===== src/rtl/fetch_queue_if.sv =====
// Fetch front-end signal bundle: instruction bus request/response, redirect, and decode-side queue head.
// The master modport is the fetch_queue side; slave is the bus/decode environment.
interface fetch_queue_if;
    logic        ireq_valid;
    logic [31:0] ireq_addr;
    logic        iresp_addr_ok;
    logic        iresp_data_ok;
    logic [31:0] iresp_data;
    logic        redirect_valid;
    logic [31:0] redirect_pc;
    logic        out_valid;
    logic [31:0] out_pc;
    logic [31:0] out_instr;
    logic        out_ready;

    modport master (
        output ireq_valid, ireq_addr, out_valid, out_pc, out_instr,
        input  iresp_addr_ok, iresp_data_ok, iresp_data, redirect_valid, redirect_pc, out_ready
    );

    modport slave (
        input  ireq_valid, ireq_addr, out_valid, out_pc, out_instr,
        output iresp_addr_ok, iresp_data_ok, iresp_data, redirect_valid, redirect_pc, out_ready
    );
endinterface


===== src/rtl/fetch_queue.sv =====
// Instruction fetch front end: pipelined sequential ibus requests, PC-tagged instruction FIFO,
// and branch-redirect flush that discards responses to requests issued before the redirect.
module fetch_queue #(
    parameter int unsigned DEPTH        = 4,
    parameter int unsigned MAX_INFLIGHT = 2,
    parameter logic [31:0] RESET_PC     = 32'hbfc0_0000
) (
    input logic           clk,
    input logic           reset,
    fetch_queue_if.master bus
);
    localparam int PTR_W = $clog2(DEPTH);
    localparam int CNT_W = $clog2(DEPTH + 1);
    localparam int INF_W = $clog2(MAX_INFLIGHT + 1);
    localparam int SUM_W = CNT_W + INF_W + 1;

    localparam logic [0:0] RUN   = 1'b0;
    localparam logic [0:0] STALE = 1'b1;

    logic [31:0]      pc_q, pc_d;
    logic [31:0]      resp_pc_q, resp_pc_d;
    logic [31:0]      target_q, target_d;
    logic [CNT_W-1:0] count_q, count_d;
    logic [INF_W-1:0] inflight_q, inflight_d;
    logic [INF_W-1:0] drop_q, drop_d;
    logic [0:0]       state_q, state_d;
    logic [PTR_W-1:0] wr_ptr_q, wr_ptr_d;
    logic [PTR_W-1:0] rd_ptr_q, rd_ptr_d;
    logic [63:0]      mem_q [DEPTH];

    logic [SUM_W-1:0] credit_use;
    logic             credit_ok;
    logic             req_valid;
    logic             accept;
    logic             held;
    logic             drop_hit;
    logic             push;
    logic             pop;

    // Dropped responses still occupy bus slots but will never land in the FIFO, so they do not consume space.
    assign credit_use = SUM_W'(count_q) + SUM_W'(inflight_q) - SUM_W'(drop_q);
    assign credit_ok  = (inflight_q < INF_W'(MAX_INFLIGHT)) && (credit_use < SUM_W'(DEPTH));
    assign req_valid  = ~reset & ((state_q == STALE) | credit_ok);
    assign accept     = req_valid & bus.iresp_addr_ok;
    assign held       = req_valid & ~bus.iresp_addr_ok;
    assign drop_hit   = bus.iresp_data_ok & (drop_q != '0);
    assign push       = bus.iresp_data_ok & ~drop_hit & ~bus.redirect_valid;
    assign pop        = (count_q != '0) & bus.out_ready & ~bus.redirect_valid;

    assign bus.ireq_valid = req_valid;
    assign bus.ireq_addr  = pc_q;
    assign bus.out_valid  = (count_q != '0);
    assign bus.out_pc     = mem_q[rd_ptr_q][63:32];
    assign bus.out_instr  = mem_q[rd_ptr_q][31:0];

    always_comb begin
        pc_d       = pc_q;
        resp_pc_d  = resp_pc_q;
        target_d   = target_q;
        count_d    = count_q;
        state_d    = state_q;
        wr_ptr_d   = wr_ptr_q;
        rd_ptr_d   = rd_ptr_q;
        inflight_d = inflight_q + INF_W'(accept) - INF_W'(bus.iresp_data_ok);
        drop_d     = drop_q;
        if (bus.redirect_valid) begin
            // Everything still outstanding after this cycle belongs to the old stream.
            resp_pc_d = bus.redirect_pc;
            drop_d    = inflight_d;
            count_d   = '0;
            wr_ptr_d  = '0;
            rd_ptr_d  = '0;
            if (held) begin
                state_d  = STALE;
                target_d = bus.redirect_pc;
            end else begin
                pc_d    = bus.redirect_pc;
                state_d = RUN;
            end
        end else begin
            drop_d  = drop_q + INF_W'(accept && (state_q == STALE)) - INF_W'(drop_hit);
            count_d = count_q + CNT_W'(push) - CNT_W'(pop);
            if (accept) begin
                if (state_q == STALE) begin
                    pc_d    = target_q;
                    state_d = RUN;
                end else begin
                    pc_d = pc_q + 32'd4;
                end
            end
            if (push) begin
                resp_pc_d = resp_pc_q + 32'd4;
                wr_ptr_d  = wr_ptr_q + PTR_W'(1);
            end
            if (pop) begin
                rd_ptr_d = rd_ptr_q + PTR_W'(1);
            end
        end
    end

    always_ff @(posedge clk or posedge reset) begin
        if (reset) begin
            pc_q       <= RESET_PC;
            resp_pc_q  <= RESET_PC;
            target_q   <= RESET_PC;
            count_q    <= '0;
            inflight_q <= '0;
            drop_q     <= '0;
            state_q    <= RUN;
            wr_ptr_q   <= '0;
            rd_ptr_q   <= '0;
        end else begin
            assert (!(push && (count_q == CNT_W'(DEPTH))));
            pc_q       <= pc_d;
            resp_pc_q  <= resp_pc_d;
            target_q   <= target_d;
            count_q    <= count_d;
            inflight_q <= inflight_d;
            drop_q     <= drop_d;
            state_q    <= state_d;
            wr_ptr_q   <= wr_ptr_d;
            rd_ptr_q   <= rd_ptr_d;
        end
    end

    always_ff @(posedge clk) begin
        if (push) begin
            mem_q[wr_ptr_q] <= {resp_pc_q, bus.iresp_data};
        end
    end
endmodule

===== src/flat_wrapper.sv =====
// flat-port wrapper written by rule: the top's interface ports become plain ports
module fetch_queue_flat 
#(
    parameter int unsigned DEPTH        = 4,
    parameter int unsigned MAX_INFLIGHT = 2,
    parameter logic [31:0] RESET_PC     = 32'hbfc0_0000
)
  (clk, reset, bus_ireq_valid, bus_ireq_addr, bus_out_valid, bus_out_pc, bus_out_instr, bus_iresp_addr_ok, bus_iresp_data_ok, bus_iresp_data, bus_redirect_valid, bus_redirect_pc, bus_out_ready);
  fetch_queue_if bus_i ();
  input logic clk;
  input logic reset;
  output wire logic [$bits(bus_i.ireq_valid)-1:0] bus_ireq_valid;
  output wire logic [$bits(bus_i.ireq_addr)-1:0] bus_ireq_addr;
  output wire logic [$bits(bus_i.out_valid)-1:0] bus_out_valid;
  output wire logic [$bits(bus_i.out_pc)-1:0] bus_out_pc;
  output wire logic [$bits(bus_i.out_instr)-1:0] bus_out_instr;
  input wire logic [$bits(bus_i.iresp_addr_ok)-1:0] bus_iresp_addr_ok;
  input wire logic [$bits(bus_i.iresp_data_ok)-1:0] bus_iresp_data_ok;
  input wire logic [$bits(bus_i.iresp_data)-1:0] bus_iresp_data;
  input wire logic [$bits(bus_i.redirect_valid)-1:0] bus_redirect_valid;
  input wire logic [$bits(bus_i.redirect_pc)-1:0] bus_redirect_pc;
  input wire logic [$bits(bus_i.out_ready)-1:0] bus_out_ready;
  assign bus_ireq_valid = bus_i.ireq_valid;
  assign bus_ireq_addr = bus_i.ireq_addr;
  assign bus_out_valid = bus_i.out_valid;
  assign bus_out_pc = bus_i.out_pc;
  assign bus_out_instr = bus_i.out_instr;
  assign bus_i.iresp_addr_ok = bus_iresp_addr_ok;
  assign bus_i.iresp_data_ok = bus_iresp_data_ok;
  assign bus_i.iresp_data = bus_iresp_data;
  assign bus_i.redirect_valid = bus_redirect_valid;
  assign bus_i.redirect_pc = bus_redirect_pc;
  assign bus_i.out_ready = bus_out_ready;
  fetch_queue #(.DEPTH(DEPTH), .MAX_INFLIGHT(MAX_INFLIGHT), .RESET_PC(RESET_PC)) u_core (.clk(clk), .reset(reset), .bus(bus_i));
endmodule

===== config.mk =====
export PLATFORM = sky130hd
export DESIGN_NAME = fetch_queue_flat
export DESIGN_NICKNAME = d
export VERILOG_FILES = /design/src/rtl/fetch_queue_if.sv /design/src/rtl/fetch_queue.sv /design/src/flat_wrapper.sv
export SDC_FILE = /design/constraint.sdc
export NUM_CORES = 1
export LEC_CHECK = 0
export ABC_AREA = 1
export ABC_CLOCK_PERIOD_IN_PS = 8770
export CAP_MARGIN = 10
export CORE_UTILIZATION = 29
export DETAILED_ROUTE_END_ITERATION = 7
export DONT_BUFFER_PORTS = 1
export SLEW_MARGIN = 20
export SYNTH_ARGS = -nofsm -noshare
export SYNTH_HDL_FRONTEND = slang
export SYNTH_SLANG_ARGS = --single-unit

===== constraint.sdc =====
create_clock -name clk -period 8.77 [get_ports clk]
set_clock_uncertainty 0.05 [all_clocks]
set_input_delay 2.1925 -clock clk [delete_from_list [all_inputs] [get_ports clk]]
set_output_delay 2.1925 -clock clk [all_outputs]
set_load 0.005 [all_outputs]

# == Word level (Yosys, flattened, before mapping) ==
# Memories as Yosys holds them, arrays and structs flattened.
# Cells that the tools add are included.
# word_totals
reg_bits,108
ram_bits,256
inputBits,70
word_cells,64
n_memories,1
# classes
addsub,12
order_cmp,2
n_eq_ne,1
muxes,17
bitwise,13
n_reduce_logical,9
# memory_table
name,depth,word_bits,rd,rd_clocked_by_memory_dff,write_ports,line,rtl
u_core.mem_q,4,64,1,0,1,fetch_queue.sv:29,logic [63:0] mem_q [DEPTH];
# op_table
cell,n
2-to-1 mux 32 bit,6
adder 32 x 3 -> 32 bit (second input constant),2
2-to-1 mux 2 bit,5
bitwise AND 1 bit,8
nonzero test 2 bit,4
< comparator 6 x 3 -> 1 bit (second input constant),1
subtractor 6 x 2 -> 6 bit,1
2-to-1 mux 1 bit,5
adder 2 x 1 -> 2 bit,2
adder 2 x 1 -> 2 bit (second input constant),2
adder 3 x 2 -> 4 bit,1
NOT 1 bit,4
AND reduction 2 bit,2
subtractor 2 x 1 -> 2 bit,2
adder 3 x 1 -> 3 bit,1
2-to-1 mux 3 bit,1
nonzero test 3 bit,1
subtractor 3 x 1 -> 3 bit,1
logical AND 1 bit,2
< comparator 2 bit (second input constant),1
inequality test 2 bit (second input constant),1
bitwise OR 1 bit,1

# == Longest topological paths before layout ==
# Gate-level depths: netlist of the first run.
# logic_depth
ltp_word,11
mapped_depth,16

# == Worst setup path after synthesis of the first run ==
# No wires, ideal clock.
# synth_timing
kind,input-to-output
from,input port reset
to,output port bus_ireq_valid
arrival_ns,4.904
setup_slack_ns,1.624
stages,3
n_path_buf,0
path_cell_list,inv_1 nand2_1 inv_1
# synth_via
elab_chain_cells,2
# synth_lines
item,line,rtl
start: declaration,flat_wrapper.sv:11,input logic reset;
NOT 1 bit,fetch_queue.sv:43,assign req_valid = ~reset & ((state_q == STALE) | credit_ok);
bitwise AND 1 bit,fetch_queue.sv:43,
end: declaration,flat_wrapper.sv:12,output wire logic [$bits(bus_i.ireq_valid)-1:0] bus_ireq_valid;
# No other way between the ends.

# == Worst setup path in the final report of the first run ==
# layout_timing
from,input port bus_iresp_data_ok
to,"memory u_core.mem_q[0][28], enable pin"
# layout_via
elab_chain_cells,6
# layout_lines
item,line,rtl
start: declaration,flat_wrapper.sv:18,input wire logic [$bits(bus_i.iresp_data_ok)-1:0] bus_iresp_data_ok;
bitwise AND 1 bit,fetch_queue.sv:46,assign drop_hit = bus.iresp_data_ok & (drop_q != '0);
NOT 1 bit,fetch_queue.sv:47,assign push = bus.iresp_data_ok & ~drop_hit & ~bus.redirect_valid;
bitwise AND 1 bit * (2 in a row),fetch_queue.sv:47,
2-to-1 mux 1 bit *,fetch_queue.sv:127,if (push) begin
2-to-1 mux 1 bit (implied by the code) *,fetch_queue.sv:128,"mem_q[wr_ptr_q] <= {resp_pc_q, bus.iresp_data};"
end: declaration,fetch_queue.sv:29,
# Mark *: on every way between the ends. The rest lies on a longest branch, timed or not.

==> summary by stage, run 1 <==
Status
The flow ran to the end, and the final reports show no timing, DRC or antenna violations.

Clocking
The clock sink count is between 300 and 400. Buffers added to address setup during post-CTS repair amount to 0. The CTS tree is built. Clock latency on the worst-skew pair, taken at its later pin, is approximately 0.53 ns. In this run the clock root is driven by a clkbuf_16. In this run, post-CTS repair resized a total of 0 instances. The number of hold buffers added after cts is 0. The maximum root-to-sink buffer count is 3. In this run the number of H-tree levels came out at 2. The post-CTS clock slew at the launch and capture registers of the worst setup and hold paths is roughly 0.060 ns. TritonCTS created 36 clock buffers.

Final layout
The final cell count without fillers is 2374. The net count of the finished layout is ~1700. Of the cells placed in the final design, the portion with a size suffix greater than 1 is between 7 and 8%.

The count of antenna diodes in the layout is 0. The fraction of the core area covered by cells at the end of the flow is approximately 33%. The layout-stage area growth over the synthesis result is 10.6%.

Die
The die is roughly 240 um tall. The number of I/O pins is between 150 and 200. The area of the core region is roughly 0.056 mm2. Row generation in the floorplan step produced 86 rows.

The initial utilization of the core area, before any placement, comes to between 20 and 30%. The floorplan die area is around 0.058 mm2. The die span in x is around 240 um.

Critical path
The worst register-to-register path ends at u_core.mem_q[0][28]. The cell occurring most often along the worst timing path is inv_1. The critical path contains buffers and inverters numbering 4 combined. The reg-to-reg startpoint is u_core.drop_q[0].

STA classifies the critical path startpoint as an input pin. Among cell families on the critical path, the largest total delay comes from simple AND/OR/NAND/NOR gates. The master of the slowest instance on the critical path is nor2_4.

Across all register-to-register paths, the minimum setup slack is around 4.7 ns. The capturing element type of the critical path is a register. The critical path goes through inv_1 > nor3_2 > inv_1 > nor2_2 > inv_1 > nor2_4 > buf_4. The largest single stage delay on the critical path is 0.91 ns. The maximum fanout encountered on the critical timing path is 34. For the worst flop-to-flop path, the logic depth is 6. The required arrival time at the worst endpoint is a little under 9 ns. The critical path class is in2reg. STA puts the critical path data arrival time at roughly 5.4 ns.

Global routing
The initial antenna violation count is 0. The via count of the first global-routing pass is between 10000 and 15000. Entering global routing, the biggest net connects 95 pins. For this run, the total global-route usage over all layers was measured as between 10% and 20%. The first-pass GRT wire length is 66300 um. The total overflow left after global routing is 0.

Detailed routing
The routed length per placed instance is approximately 18 um. After detailed routing, the total wire length is roughly 43000 um. The antenna violation net count after detailed routing is 0. The first-iteration detailed-routing DRC count is ~770. The via count is about 11000. The count of TritonRoute iterations in the first routing pass is 5. After detailed routing, the number of vias per cell comes to ~4.8. In the routed design, unresolved DRC markers number 0.

STA
The worst path needs 5.33 ns of the cycle, external delays included. The period utilization is 60.7%. Setup total negative slack on the finished layout was measured at 0 ns.

The pin slew with the least headroom to its limit is approximately 1.1 ns. The worst pin sits at a relative slew slack of 29.2%. The final number of max-transition violations came to 0. The number of failing hold endpoints at the final stage is 0. For this run, the top clock speed supported by timing is around 190 MHz. The count of final setup violators is 0. Setup repair after global routing left no endpoint under its margin.

Hold path
The hold-critical path depth is 2. The startpoint identified for the worst hold timing path is u_core.target_q[31]. The hold path endpoint is u_core.target_q[31]. The class of the most critical hold timing path is reg2reg.

Yosys
After synthesis, the share of flip-flops with an asynchronous set or reset is between 20 and 30%. Synthesis produced a netlist whose cell count is 1631. The synthesized design devotes to its leading area cell type ~47% of total area. The cell accounting for the most synthesized area is edfxtp_1.

The cell with the most instances after synthesis is nand2_1. The per-instance average area after synthesis is a little over 10 um2. In the post-synthesis netlist, the biggest area contributors are edfxtp_1, dfrtp_1, nand2_1. The number of register bits inferred by synthesis is 364. Summing every instance area after synthesis gives 0.0165 mm2.

When the netlist entered floorplanning its net count stood at 1718. The register area share after synthesis is between 60 and 70%. The most frequently used flop master after synthesis is edfxtp_1. The number of different library cells in the post-synthesis netlist is 38. Yosys mapped a number of flops with a built-in enable equal to between 200 and 300.

The number of warnings issued by yosys is 0. By count the netlist is led by nand2_1, edfxtp_1, nor2_1, o21ai_0, inv_1.

Placed design
The cell count after placement is about 2300. The number of I/O port buffers is 0. The global placement routability congestion is 0.869. Detailed placement ended at an HPWL of 28100 um.

Power and ir drop
The completed layout was analyzed and its total power is approximately 5 mW. The clock network accounts for between 20% and 30% of the total power. Across the VDD grid, the largest voltage drop is between 0.1 and 0.15 mV.

The areal power density over the cells is around 270 mW/mm2. In this run the static leakage power is approximately 7.0 nW. The share of power burned in registers is between 40% and 50%. Net switching is 34.4% of the power.

The internal portion of the total power is approximately 3.3 mW. Combinational logic burns approximately 23% of the power. The net switching component of the power is around 1.7 mW.

Job
The number of max-cap violations is 0.
## cell usage in the layout, fill, tap and decap left out, types with 27 or more instances in the layout
cell type  netlist  final
nand2_1        351    351
nand3_1        121    121
edfxtp_1       256    256
dfrtp_1         81     79
dfstp_2         27     27
o21ai_0        139    139
clkbuf_16        0     36
o21ai_1         34     34
inv_1          138    136
nor2_1         194    189
o22ai_1         64     64
xor2_1          27     27
## routing by layer
metal,global-route usage [%],share of wire (%),up-vias
met2,23.1,44,350
li1,-,-,5484
met3,5.14,9.9,49
met5,0,0,-
met1,20.2,44,5574
met4,3.07,1.6,0
## per-stage QoR
| step | worst slack, ns | hold slack [ns] | area (um2) |
|---|---|---|---|
| 4_1_cts | 3.31 | 0.427 | 18200 |
| 5_1_grt | 3.20 | 0.454 | 18200 |
| 3_5_place_dp | 2.92 | 0.417 | 17200 |
| 3_3_place_gp | 3.05 | 0.412 | 17200 |
| 2_1_floorplan | 1.62 | 0.400 | 16500 |
| 6_report | 3.44 | 0.425 | 18200 |
## layout make-up
cell class	instances	area (um2)
clock buffer	50	983
clock inverter	12	71.3
fill	5640	37400
inverter	142	539
multi-input combinational	1047	5170
sequential	364	10400
tap	748	936
timing repair buffer	11	82.6
## how the worst max path moves through the flow
| stage | start | end | slack [ns] | depth (start not counted) |
|---|---|---|---|---|
| floorplan | reset | bus_ireq_valid | 1.62 | 3 |
| global placement | bus_iresp_data_ok | u_core.mem_q[0][10] | 3.05 | 7 |
| detailed placement | bus_iresp_data_ok | u_core.mem_q[0][10] | 2.92 | 7 |
| CTS | u_core.rd_ptr_q[0] | bus_out_pc[3] | 3.31 | 4 |
| global route | u_core.rd_ptr_q[0] | bus_out_pc[3] | 3.20 | 4 |
| finish | bus_iresp_data_ok | u_core.mem_q[0][28] | 3.44 | 7 |
## registers in the layout, summed over array words and instances (netlist names)
register and flops:
u_core.bus.ireq_addr 32, u_core.rd_ptr_q 2, u_core.drop_q 2, u_core.inflight_q 2, u_core.resp_pc_q 32, u_core.wr_ptr_q 2, u_core.state_q 1, u_core.count_q 3
u_core.mem_q 256, u_core.target_q 32
## worst min-delay path, cell delays in order (launching register included)
cell	delay, ns
dfstp_2	0.37
nand2_1	0.05
o21ai_1	0.05
## kinds of logic after synthesis
group | synth area share [%]
and+or+nand+nor | 18.8
DFF | 63.3
adders and majority gates | 1.38
AOI/OAI and AO/OA | 9.02
buffers and inverters | 5.51
xor gates and xnor gates | 2.02
## power groups by stage
| stage | clock network (mW) | registers, mW | logic (mW) |
|---|---|---|---|
| 6_report | 1.42 | 2.44 | 1.13 |
| 5_1_grt | 1.52 | 2.48 | 1.30 |
| 4_1_cts | 1.46 | 2.44 | 1.15 |
| 3_5_place_dp | 0 | 2.47 | 1.14 |
| 3_3_place_gp | 0 | 2.46 | 1.12 |
| 2_1_floorplan | 0 | 2.35 | 0.892 |
Power figures use the tool's default switching activity.
==> inputs of run 2 (changes only) <==
Settings changed: ABC_CLOCK_PERIOD_IN_PS 8770 to 4400.
Clock period 8.77 ns to 4.4 ns, I/O delays scaled along.
==> summary by stage, run 2 (same netlist as run 1, synthesis figures left out) <==
Global routing
The first-pass GRT wire length is 66700 um (+0.58%). The largest net degree at the start of global routing is 72 (-24%). The via count of the first global-routing pass is 11000 (-0.35%).

The total global routing track utilization was 15.1% (+0.16 points). The total grt overflow came to 0 (unchanged). The initial antenna violation count is 0 (unchanged).

STA
The worst hold-check slack is 0.393 ns (-0.0319 ns). The worst slew slack as a fraction of its limit came to 42.4% (+13 points). The final number of max-transition violations is 0 (unchanged). The smallest clock period supported by the final layout is computed as 3.88 ns.

The count of final setup violators is 0 (unchanged). The pin slew with the least headroom to its limit is 0.863 ns (-0.195 ns). The number of failing hold endpoints at the final stage came to 0 (unchanged). Setup repair after global routing left no endpoint under its margin. The worst path uses between 80% and 90% of the clock period. Timing would allow up to about 260 MHz. The accumulated negative setup slack is 0 ns (unchanged).

Critical path
For this design, the slowest cell found on the critical path is dfrtp_4. The peak per-stage delay on the critical path is 0.90 ns (about the same). The maximum fanout encountered on the critical timing path came to 71 (+110%). The worst-case register-to-register setup slack came to 1.35 ns (-3.32 ns). The critical path arrival came to 2.73 ns (-2.71 ns). The signal on the critical path passes through buf_4 > o21ai_0 > o22ai_1. The required arrival time at the worst endpoint is 3.25 ns (-5.63 ns). In this run the critical register-to-register path is captured at u_core.drop_q[1]. The critical path class is reg2out. In this design, the largest share of critical-path delay is due to flip-flops.

The capturing element type of the critical path is a primary output. The number of cells on the critical path was 3 (-4). The reg-to-reg startpoint is u_core.inflight_q[0]. The worst setup path is launched from a register. The depth of the worst register-to-register path is 15 (+9). The buffering stage count on the worst path with inverters included was 1 (-3).

Final layout
The fraction of layout instances using a drive strength above 1 is 8.33% (+0.89 points). The count of fill cells added during filler insertion was 5630 (-0.18%). The layout-stage area growth over the synthesis result is 12.8%.

The fraction of the core area covered by cells at the end of the flow is 33.4% (+0.65 points). The most common cell after layout, fill and taps aside is nand2_1. The net count of the finished layout is 1701 (+0.71%). The number of flip-flops in the largest register came to 256 (unchanged). The library cells used most frequently in the layout, excluding fill and tap cells, are nand2_1, edfxtp_1, nor2_1. The largest register by flop count is u_core.mem_q.

The count of antenna diodes in the layout is 0 (unchanged).

Clocking
The count of instances resized after the clock tree is built is 0 (unchanged). The clock insertion delay at the later pin of the skew report is 0.54 ns (about the same). The H-tree depth was 2 (unchanged). Clock tree synthesis selected as its root buffer the cell clkbuf_16. The number of buffers created by CTS was 39 (+8.3%). The CTS tree is built. The number of hold buffers added after cts is 0 (unchanged). The post-CTS setup-driven buffer insertion count was 0 (unchanged). The maximum root-to-sink buffer count is 3 (unchanged). The post-CTS clock slew at the launch and capture registers of the worst setup and hold paths is 0.06 ns (about the same).

The clock sink count came to 364 (unchanged).

Detailed routing
The number of vias per cell after detailed routing came to 4.80 (-0.59%). The first-iteration detailed-routing DRC count came to 800 (+3.4%). The via count is 11500 (+0.17%). The wire length reported by the detailed router is 43800 um (+0.65%). The routed length per placed instance is 18.3 um (-0.11%).

The antenna violation net count after detailed routing was 0 (unchanged). The count of TritonRoute iterations in the first routing pass is 5 (unchanged). The remaining design rule violation count was 0 (unchanged).

Die
The floorplan die area is 0.0578 mm2 (unchanged). The area of the core region came to 0.0556 mm2 (unchanged). The placement row count was 86 (unchanged). The effective utilization at floorplan came to 29.6% (unchanged). The vertical die dimension is 240 um (unchanged). The die span in x came to 240 um (unchanged). The number of I/O pins is 168 (unchanged).

Placed design
The sum of net half-perimeters after detailed placement is 29200 um (+3.7%). The number of I/O port buffers is 0 (unchanged). The global placement routability congestion is 0.866 (-0.39%).

Job
The number of max-cap violations is 0 (unchanged).

Power and ir drop
The maximum vdd drop was 0.278 mV (+100%). The leakage dissipation was 7.16 nW (+2.3%). The areal power density over the cells is 562 mW/mm2 (+110%).

Status
The flow ran to the end, and the final reports show no timing, DRC or antenna violations.

Hold path
The class of the most critical hold timing path is in2async.
## run 2: worst max path at each step
| stage | startpoint | to | slack (ns) |
|---|---|---|---|
| 2_1_floorplan | bus_iresp_data_ok | u_core.mem_q[0][0] | -0.63 |
| 3_3_place_gp | u_core.rd_ptr_q[0] | bus_out_pc[5] | 1.04 |
| 3_5_place_dp | u_core.rd_ptr_q[0] | bus_out_pc[5] | 1.00 |
| 4_1_cts | u_core.rd_ptr_q[0] | bus_out_pc[5] | 0.39 |
| 5_1_grt | u_core.rd_ptr_q[0] | bus_out_pc[5] | 0.33 |
| 6_report | u_core.rd_ptr_q[0] | bus_out_pc[5] | 0.52 |
## run 2: cell type report
class	count	area (um2)	area share [%]
well taps	748	936	5.04
multi-input cells	1047	5170	27.8
repair buffers	20	225	1.21
clock buffers	56	1080	5.82
inverters	142	539	2.90
clock inverters	15	193	1.04
flip-flops and latches	364	10400	56.1
## run 2: report_power, final
group	switching (mW)	total (mW)	internal (mW)	leakage, nW
clock	1.35	3.31	1.96	0.621
sequential	0.621	4.89	4.27	3.61
combinational	1.52	2.24	0.721	2.93
## run 2: routing by layer
metal	routed length [um]	GRT usage (%)	vias to the layer above
li1	-	-	5519
met1	19300	20.2	5573
met2	19500	23.5	338
met3	4340	5.36	46
met4	594	2.99	0
met5	0	0	-
## run 2: stage by stage
step	power, mW	setup WS [ns]	instance area (um2)	std cells
after floorplan	6.46	-0.634	16500	1631
after global placement	7.15	1.04	17300	2321
after detailed placement	7.22	1.00	17300	2321
after CTS	10.6	0.394	18600	2392
after global routing	11.1	0.330	18600	2392
final	10.4	0.520	18600	2392
